[src/rtl/tdm_mux4_pkg.sv]
// Shared definitions for the four-channel TDM multiplexer: channel codes,
// channel count and the output-register FSM encoding.
package tdm_mux4_pkg;

    localparam int NUM_CH = 4;

    // Channel select codes, {a,b} as seen by the far-end demux.
    localparam logic [1:0] CH_A = 2'b00;
    localparam logic [1:0] CH_B = 2'b01;
    localparam logic [1:0] CH_C = 2'b10;
    localparam logic [1:0] CH_D = 2'b11;

    // Pointer value after reset, so that channel A is searched first.
    localparam logic [1:0] RESET_LAST = CH_D;

    // Output register occupancy.
    typedef enum logic {
        ST_EMPTY = 1'b0,
        ST_FULL  = 1'b1
    } state_t;

endpackage

[src/rtl/tdm_mux4_rr_arbiter4.sv]
// Combinational round-robin arbiter over four requests. The search starts
// at the channel after the last grant and wraps from 3 to 0, ending with
// the last granted channel itself.
module rr_arbiter4
    import tdm_mux4_pkg::*;
(
    input  logic [3:0] req,
    input  logic [1:0] last,
    output logic       grant_valid,
    output logic [1:0] grant_idx
);

    logic [1:0] cand;

    // Pick the first requesting channel in order last+1, last+2, last+3, last.
    always_comb begin
        // NOTE: every signal written here gets a default first, otherwise
        // paths that skip an assignment would infer a latch.
        grant_valid = 1'b0;
        grant_idx   = last;
        cand        = '0;
        for (int k = 1; k <= NUM_CH; k++) begin
            cand = last + 2'(k);
            if (!grant_valid && req[cand]) begin
                grant_valid = 1'b1;
                grant_idx   = cand;
            end
        end
    end

endmodule

[src/rtl/tdm_mux4.sv]
// Four-channel round-robin time-division multiplexer. Each lane has a
// one-entry buffer; a registered output stage drains the buffers one word
// per clock, tagging each word with its channel code for the far-end demux.
module tdm_mux4
    import tdm_mux4_pkg::*;
#(
    parameter int WIDTH = 1
) (
    input  logic                  clk,
    input  logic                  rst,
    input  logic [3:0]            in_valid,
    input  logic [4*WIDTH-1:0]    in_data,
    output logic [3:0]            in_ready,
    output logic                  out_valid,
    output logic [1:0]            out_sel,
    output logic [WIDTH-1:0]      out_data,
    input  logic                  out_ready
);

    state_t           state;
    logic [3:0]       buf_full;
    logic [WIDTH-1:0] buf_data [NUM_CH];
    logic [1:0]       last;

    logic             grant_valid;
    logic [1:0]       grant_idx;
    logic             advance;
    logic             take;

    // Buffers only accept while empty; a buffer granted this cycle is still
    // full, so it cannot be refilled on the edge that empties it.
    assign in_ready = ~buf_full;

    // The output register moves whenever it is empty or being consumed.
    assign advance  = (state == ST_EMPTY) | out_ready;
    assign take     = advance & grant_valid;

    rr_arbiter4 u_arb (
        .req         (buf_full),
        .last        (last),
        .grant_valid (grant_valid),
        .grant_idx   (grant_idx)
    );

    // Capture accepted words into the per-channel buffers.
    always_ff @(posedge clk) begin
        // NOTE: buf_data is not reset; buf_full alone says whether an entry
        // is meaningful, so clearing the data would only cost reset fan-out.
        for (int i = 0; i < NUM_CH; i++) begin
            if (in_valid[i] && !buf_full[i]) begin
                buf_data[i] <= in_data[i*WIDTH +: WIDTH];
            end
        end
    end

    // Buffer occupancy: set on acceptance, cleared when granted.
    always_ff @(posedge clk) begin
        // NOTE: sequential state uses non-blocking assignments so every
        // register samples pre-edge values regardless of statement order.
        if (rst) begin
            buf_full <= '0;
        end else begin
            for (int i = 0; i < NUM_CH; i++) begin
                if (take && (grant_idx == 2'(i))) begin
                    buf_full[i] <= 1'b0;
                end else if (in_valid[i] && !buf_full[i]) begin
                    buf_full[i] <= 1'b1;
                end
            end
        end
    end

    // Output register FSM with round-robin pointer update on each grant.
    always_ff @(posedge clk) begin
        if (rst) begin
            state     <= ST_EMPTY;
            out_valid <= 1'b0;
            out_sel   <= CH_A;
            out_data  <= '0;
            last      <= RESET_LAST;
        end else begin
            case (state)
                ST_EMPTY: begin
                    if (grant_valid) begin
                        state     <= ST_FULL;
                        out_valid <= 1'b1;
                        out_sel   <= grant_idx;
                        out_data  <= buf_data[grant_idx];
                        last      <= grant_idx;
                    end
                end
                ST_FULL: begin
                    if (out_ready) begin
                        if (grant_valid) begin
                            out_sel  <= grant_idx;
                            out_data <= buf_data[grant_idx];
                            last     <= grant_idx;
                        end else begin
                            state     <= ST_EMPTY;
                            out_valid <= 1'b0;
                        end
                    end
                end
            endcase
        end
    end

endmodule

[config.mk]
export PLATFORM = sky130hd
export DESIGN_NAME = tdm_mux4
export DESIGN_NICKNAME = d
export VERILOG_FILES = /design/src/rtl/tdm_mux4_pkg.sv /design/src/rtl/tdm_mux4_rr_arbiter4.sv /design/src/rtl/tdm_mux4.sv
export SDC_FILE = /design/constraint.sdc
export NUM_CORES = 1
export LEC_CHECK = 0
export ABC_AREA = 1
export CAP_MARGIN = 10
export CORE_ASPECT_RATIO = 1.4
export CORE_MARGIN = 3
export CORE_UTILIZATION = 30
export DETAILED_ROUTE_END_ITERATION = 10
export GPL_TIMING_DRIVEN = 0
export PLACE_DENSITY = 0.59
export SLEW_MARGIN = 15
export SYNTH_ARGS = -nofsm -noshare
export SYNTH_HDL_FRONTEND = slang
export SYNTH_HIERARCHICAL = 1
export SYNTH_SLANG_ARGS = --single-unit
[constraint.sdc]
create_clock -name clk -period 2.1 [get_ports clk]
set_input_delay 0.21 -clock clk [delete_from_list [all_inputs] [get_ports clk]]
set_output_delay 0.21 -clock clk [all_outputs]
set_load 0.005 [all_outputs]
Yosys cells after proc, flatten, opt, wreduce, memory -nomap -nowiden

Memories as Yosys holds them, arrays and structs flattened.
Cells that the tools add are included.

Register bits: 11
Latch bits: 0
RAM bits: 4
Memory bits (read-only): 0
Input port bits: 11
Logic and storage cells: 91
Memories kept: 1

Memory list:

| name     | depth | bits a word | rd ports | clocked after Yosys merged registers in | write ports | RTL line       | RTL |
|---|---|---|---|---|---|---|---|
| buf_data | 4     | 1           | 1        | 0                                       | 4           | tdm_mux4.sv:22 | `logic [WIDTH-1:0] buf_data [NUM_CH];` |

$add $sub $neg: 3
Multiply operators: 0
Divide/modulo/power cells: 0
Order comparisons: 4
Equality and inequality tests: 6
Shifts and indexed selects: 0
Multiplexer cells: 40
Bitwise gates (word level): 4
Reductions and logical operators: 24

Operators with widths:

| cell                                                        | number |
|---|---|
| 2-to-1 mux 1 bit                                            | 23 |
| 2-to-1 mux 2 bit                                            | 8 |
| less-than comparator 2 x 3 -> 1 bit (second input constant) | 4 |
| logical AND 1 bit                                           | 11 |
| binary-select mux 1 bit (select 2 bit)                      | 4 |
| case mux 2 bit (2 select lines)                             | 2 |
| OR reduction 2 bit                                          | 4 |
| zero test 1 bit                                             | 7 |
| inequality test 2 bit (second input constant)               | 3 |
| case mux 1 bit (2 select lines)                             | 3 |
| adder 2 bit (second input constant)                         | 2 |
| equality test 2 bit (second input constant)                 | 2 |
| inverter 4 bit                                              | 1 |
| AND reduction 3 bit                                         | 1 |
| adder 2 x 1 -> 2 bit (second input constant)                | 1 |
| equality test 2 x 1 -> 1 bit (second input constant)        | 1 |
| zero test 2 bit                                             | 1 |
| AND 1 bit                                                   | 1 |
| inverter 1 bit                                              | 1 |
| OR 1 bit                                                    | 1 |

Logic depth before layout (Yosys ltp)

Gate-level depths: netlist of the first run.
An unclocked memory read counts as a cell.

Depth after elaboration: 17
Depth in mapped cells: 15
Depth with buffers taken out: 14

By module

The synthesis of the first run kept the hierarchy.

By module, submodules not included:

| module      | instances | cells each | area an instance (sq um) | seq. area each (sq um) |
|---|---|---|---|---|
| tdm_mux4    | 1         | 73         | 598.1                    | 340.3 |
| rr_arbiter4 | 1         | 46         | 231.5                    | 0.0 |

Worst setup path after synthesis of the first run

Ideal clock, no wire load.

Path kind: reg2reg
Start point: reg last[0]
End point: reg buf_full[3]
Library setup time: 0.109 ns
Arrival: 1.419 ns
Required time: 1.991 ns
Slack: 0.572 ns
Stages on the path, launching flop included: 15
Period minus slack after synthesis: 1.528 ns
Cell sequence: dfxtp_1 -> buf_6 -> inv_4 -> nand2_1 -> nand2_2 -> nand2_2 -> nand2_4 -> a21oi_2 -> nand3_1 -> nand2_1 -> inv_1 -> nor2_2 -> nand2_1 -> nand2_1 -> inv_1

Cells in the longest elaborated chain, start to end: 16

RTL lines:

| item                                   | RTL line                   | RTL |
|---|---|---|
| start, declared                        | tdm_mux4.sv:23             | `logic [1:0] last;` |
| start signal, assigned                 | tdm_mux4.sv:89             | `last <= grant_idx;` |
| start signal, assigned                 | tdm_mux4.sv:97             | `last <= grant_idx;` |
| adder 2 x 1 -> 2 bit                   | tdm_mux4_rr_arbiter4.sv:23 | `cand = last + 2'(k);` |
| binary-select mux 1 bit (select 2 bit) | tdm_mux4_rr_arbiter4.sv:24 | `if (!grant_valid && req[cand]) begin` |
| 2-to-1 mux 1 bit (implied by the code) | tdm_mux4_rr_arbiter4.sv:24 |  |
| 2-to-1 mux 1 bit                       | tdm_mux4_rr_arbiter4.sv:24 |  |
| zero test 1 bit                        | tdm_mux4_rr_arbiter4.sv:24 |  |
| logical AND 1 bit                      | tdm_mux4_rr_arbiter4.sv:24 |  |
| 2-to-1 mux 1 bit                       | tdm_mux4_rr_arbiter4.sv:24 |  |
| zero test 1 bit                        | tdm_mux4_rr_arbiter4.sv:24 |  |
| logical AND 1 bit                      | tdm_mux4_rr_arbiter4.sv:24 |  |
| 2-to-1 mux 1 bit                       | tdm_mux4_rr_arbiter4.sv:24 |  |
| zero test 1 bit                        | tdm_mux4_rr_arbiter4.sv:24 |  |
| logical AND 1 bit                      | tdm_mux4_rr_arbiter4.sv:24 |  |
| 2-to-1 mux 2 bit *                     | tdm_mux4_rr_arbiter4.sv:24 |  |
| named net grant_idx[0]                 | tdm_mux4.sv:26             | `logic [1:0] grant_idx;` |
| equality test 2 bit *                  | tdm_mux4.sv:64             | `if (take && (grant_idx == 2'(i))) begin` |
| logical AND 1 bit *                    | tdm_mux4.sv:64             |  |
| OR reduction 2 bit (no source line) *  | --                         |  |
| end signal, assigned                   | tdm_mux4.sv:61             | `buf_full <= '0;` |
| end signal, assigned by index          | tdm_mux4.sv:65             | `buf_full[i] <= 1'b0;` |
| end signal, assigned by index          | tdm_mux4.sv:67             | `buf_full[i] <= 1'b1;` |
| end, declared                          | tdm_mux4.sv:21             | `logic [3:0] buf_full;` |

Mark *: on every way through the listed nets, which the timed path passes. The rest lies on a longest branch. The select of a mux whose other input is x is not followed.
A chain may end at the register's enable or synchronous reset.

Worst setup path after layout of the first run

Start point: reg last[0]
End point: reg out_data

Cells in the longest elaborated chain, start to end: 17

RTL lines:

| item                                   | RTL line                       | RTL |
|---|---|---|
| adder 2 x 1 -> 2 bit                   | tdm_mux4_rr_arbiter4.sv:23     |  |
| binary-select mux 1 bit (select 2 bit) | tdm_mux4_rr_arbiter4.sv:24     |  |
| 2-to-1 mux 1 bit (implied by the code) | tdm_mux4_rr_arbiter4.sv:24     |  |
| 2-to-1 mux 1 bit                       | tdm_mux4_rr_arbiter4.sv:24     |  |
| zero test 1 bit                        | tdm_mux4_rr_arbiter4.sv:24     |  |
| logical AND 1 bit                      | tdm_mux4_rr_arbiter4.sv:24     |  |
| 2-to-1 mux 1 bit                       | tdm_mux4_rr_arbiter4.sv:24     |  |
| zero test 1 bit                        | tdm_mux4_rr_arbiter4.sv:24     |  |
| (+2 left out)                          | --                             |  |
| zero test 1 bit                        | tdm_mux4_rr_arbiter4.sv:24     |  |
| logical AND 1 bit                      | tdm_mux4_rr_arbiter4.sv:24     |  |
| 2-to-1 mux 2 bit *                     | tdm_mux4_rr_arbiter4.sv:24     |  |
| named net grant_idx[0]                 | tdm_mux4.sv:26                 |  |
| memory read (4 x 1 bit) *              | --                             |  |
| 2-to-1 mux 1 bit *                     | tdm_mux4.sv:84, tdm_mux4.sv:94 |  |
| 2-to-1 mux 1 bit                       | tdm_mux4.sv:93                 | `if (out_ready) begin` |
| case mux 1 bit (2 select lines) *      | tdm_mux4.sv:82                 | `case (state)` |
| end signal, assigned                   | tdm_mux4.sv:88                 | `out_data <= buf_data[grant_idx];` |
| end signal, assigned                   | tdm_mux4.sv:96                 | `out_data <= buf_data[grant_idx];` |
| end, declared                          | tdm_mux4.sv:16                 | `output logic [WIDTH-1:0] out_data,` |

Marked as above.

==> results of run 1 <==
-- tightest hold or removal path, cell delays in order (launching register included) --
cell,delay [ns]
dfxtp_1,0.32
nand2_1,0.06
a21oi_1,0.05
-- cell families (layout without fill, tap and decap cells) --
kind of cell | Yosys count | count (layout) | share of synthesized area
buffers and inverters | 20 | 42 | 0.103
xor gates and xnor gates | 1 | 1 | 0.0106
and+or+nand+nor | 65 | 65 | 0.351
AOI/OAI and AO/OA | 18 | 18 | 0.125
DFF | 15 | 15 | 0.410
-- synthesized netlist by cell type --
library cell,number
inv_1,17
nor2_2,1
dfxtp_1,11
xor2_1,1
nand2_1,37
nand3_1,12
nand4_1,2
inv_2,1
edfxtp_1,4
a21oi_1,9
o21ai_0,5
nor2_1,5
o211a_1,1
nand2_4,1
buf_6,1
a21oi_2,2
a31oi_1,1
nand2_2,7
inv_4,1
-- layer usage --
metal | vias to the layer above | share of wire | GRT usage | wire, um
li1 | 427 | - | - | -
met5 | - | 0 | 0 | 0
met3 | 4 | 0.020 | 0.00654 | 38
met4 | 0 | 0.025 | 0.0909 | 47
met2 | 15 | 0.50 | 0.201 | 931
met1 | 363 | 0.45 | 0.144 | 847
-- power by group --
| group | leakage (uW) | internal, uW | switching, uW | total [uW] |
|---|---|---|---|---|
| clock | 0.0000150 | 73.8 | 95.4 | 169 |
| sequential | 0.000130 | 411 | 94.5 | 506 |
| combinational | 0.000371 | 466 | 740 | 1210 |
| total | 0.000516 | 951 | 930 | 1880 |
-- registers in the layout, indices dropped and copies added, names as in the netlist --
register,count
buf_data,4
buf_full,4
last,2
out_sel,2
out_data,1
out_valid,1
state,1
-- worst max-delay path by stage --
stage	from	to	slack [ns]	cells after the start
after floorplan	last[0]$_SDFFE_PP1P_	buf_full[3]$_SDFFE_PP0P_	0.57	14
after global placement	last[1]$_SDFFE_PP1P_	out_data$_SDFFE_PP0P_	0.35	13
after detailed placement	last[0]$_SDFFE_PP1P_	out_data$_SDFFE_PP0P_	0.31	14
after CTS	last[0]$_SDFFE_PP1P_	out_data$_SDFFE_PP0P_	0.28	14
after global routing	last[0]$_SDFFE_PP1P_	out_data$_SDFFE_PP0P_	0.15	14
final	last[0]$_SDFFE_PP1P_	out_data$_SDFFE_PP0P_	0.29	15
-- stage by stage --
stage | utilization | hold slack, ns | instance area, um2 | power, uW | cells
2_1_floorplan | - | 0.279 | 830 | 1350 | 119
3_3_place_gp | 0.417 | 0.459 | 1050 | 1690 | 171
3_5_place_dp | 0.417 | 0.461 | 1050 | 1710 | 171
4_1_cts | 0.428 | 0.466 | 1080 | 1890 | 175
5_1_grt | 0.428 | 0.469 | 1080 | 2070 | 175
6_report | 0.428 | 0.468 | 1080 | 1880 | 175
-- cell type report --
class,count,area share
flip-flops and latches,15,0.316
multi-input cells,84,0.375
plain buffers,1,0.0104
inverters,19,0.0684
repair buffers,18,0.167
well taps,34,0.0394
clock buffers,4,0.0244
==> reports/qor.txt, run 1 <==
Antenna Violating Nets Remaining: 0
Clock Tree Root: clkbuf_4
Max-Cap Viols: 0
# rows: 21
Post-synth top area share: 0.265
Nets: 153
Flop2flop setup slack: 0.29 ns
Drt drc: 0
Fin Setup TNS: 0 ns
Min-Delay Path Depth: 2
GR Util All Layers: 0.120
Period utilization: 0.861
Commonest non-fill, non-tap cell in the layout: nand2_1
Delay-heaviest family, CP: simple AND/OR/NAND/NOR gates
Worst Tran Pin Value: 0.279 ns
Most frequent cells in the layout: nand2_1 (37), clkdlybuf4s50_1 (18), inv_1 (17)
Area leader, netlist: dfxtp_1
Crit path kind: flop to flop
GRT overflow: 0
Critical Path, Cell by Cell: buf_6, inv_4, nand2_1, nand2_2, nand2_2, nand2_4, inv_1, nand3_1, nand2_1, nand2_1, inv_1, nand2_1, nand3_1, nand2_1, a21oi_1
Number of global-route vias before repair: 703
Startpoint Class: flop
TritonRoute pass-1 iters: 4
DR iter-0 viols: 18
FILL cells: 270
#FFs+latches synth: 15
Min-delay src: out_sel[0]$_SDFFE_PP0P_
Max Freq: 553 MHz
Hpwl dp: 1.45 mm
Req. time, crit path: 2.32 ns
Reg-to-reg startpoint: last[0]$_SDFFE_PP1P_
Relative slew slack: 0.813
Max Clock Skew: 0.00565 ns
R2r endpoint: out_data$_SDFFE_PP0P_
Layout area overhead: 30.0%
Num CTS Buffers: 3
CP Max Fanout: 9
H-tree depth: 1
Synthesis warning total: 6
Antenna diode count: 0
Area of the multi-input gates: 404 um2
Max-slew violation total from the final report: 0
First-pass GRT wire length: 3.09 mm
Peak VDD IR: 0.823 mV
Worst path slowest cell: dfxtp_1
P per Cell Area: 1740 mW/mm2
Num Clock Sinks: 15
Routed WL: 1.87 mm
Largest stage delay, worst path: 0.36 ns
Sequential cell area: 340 um2
CTS tree: yes
Syn avg cell area: 6.97 um2
Setup Viol. Count Final: 0
Leak Pwr: 0.000516 uW
Vias per inst: 4.62
Setup bufs post-CTS: 0
GPL Wtd Cong: 0.860
Post-synth cell types: 19
R2R depth: 15
Vias: 809
Most numerous cell on the critical path: nand2_1
DP Worst Slack: 0.310 ns
Hold Path End: out_sel[0]$_SDFFE_PP0P_
Chip Height: 68.2 um
Io pins: 19
Hold-fix buffers, CTS: 0
Run status: finished clean
HP Class: flop to flop
Synthesized instance count: 119
Die Area: 0.00344 mm2
Shortest period the worst path allows: 1.81 ns
Pin count of the biggest net entering global routing: 10
Post-Syn Nets: 130
Die W: 50.4 um
Final Hold Fails: 0
WP buf/inv: 4
Sequential cell area fraction in the yosys report: 0.410
Mapped Area: 830 um2
Final setup margin: 0.292 ns
DR WL/cell: 10.7 um
CP arrival: 2.02 ns
Initial Util: 0.329
Post-CTS sizing: 0
Area contributors post-synth: dfxtp_1 (27%), nand2_1 (17%), edfxtp_1 (14%)
Initial antenna violation count: 0
Worst-Skew Late Latency: 0.29 ns
Layout cell share with drive strength beyond 1: 0.121
Longest Clk Path Bufs: 2
Clk slew on worst S/H paths: 0.09 ns
Port Buf Inserts: 18
RSZ-0062 raised after global routing: false
Core area: 0.00252 mm2
Crit. End Element: flop
Power figures use the tool's default switching activity.
==> inputs of run 2 (changes only) <==
- ABC_CLOCK_PERIOD_IN_PS: unset -> 2100
==> results of run 2 <==
No change in the layout: final DEF, timing and power equal those of run 1.
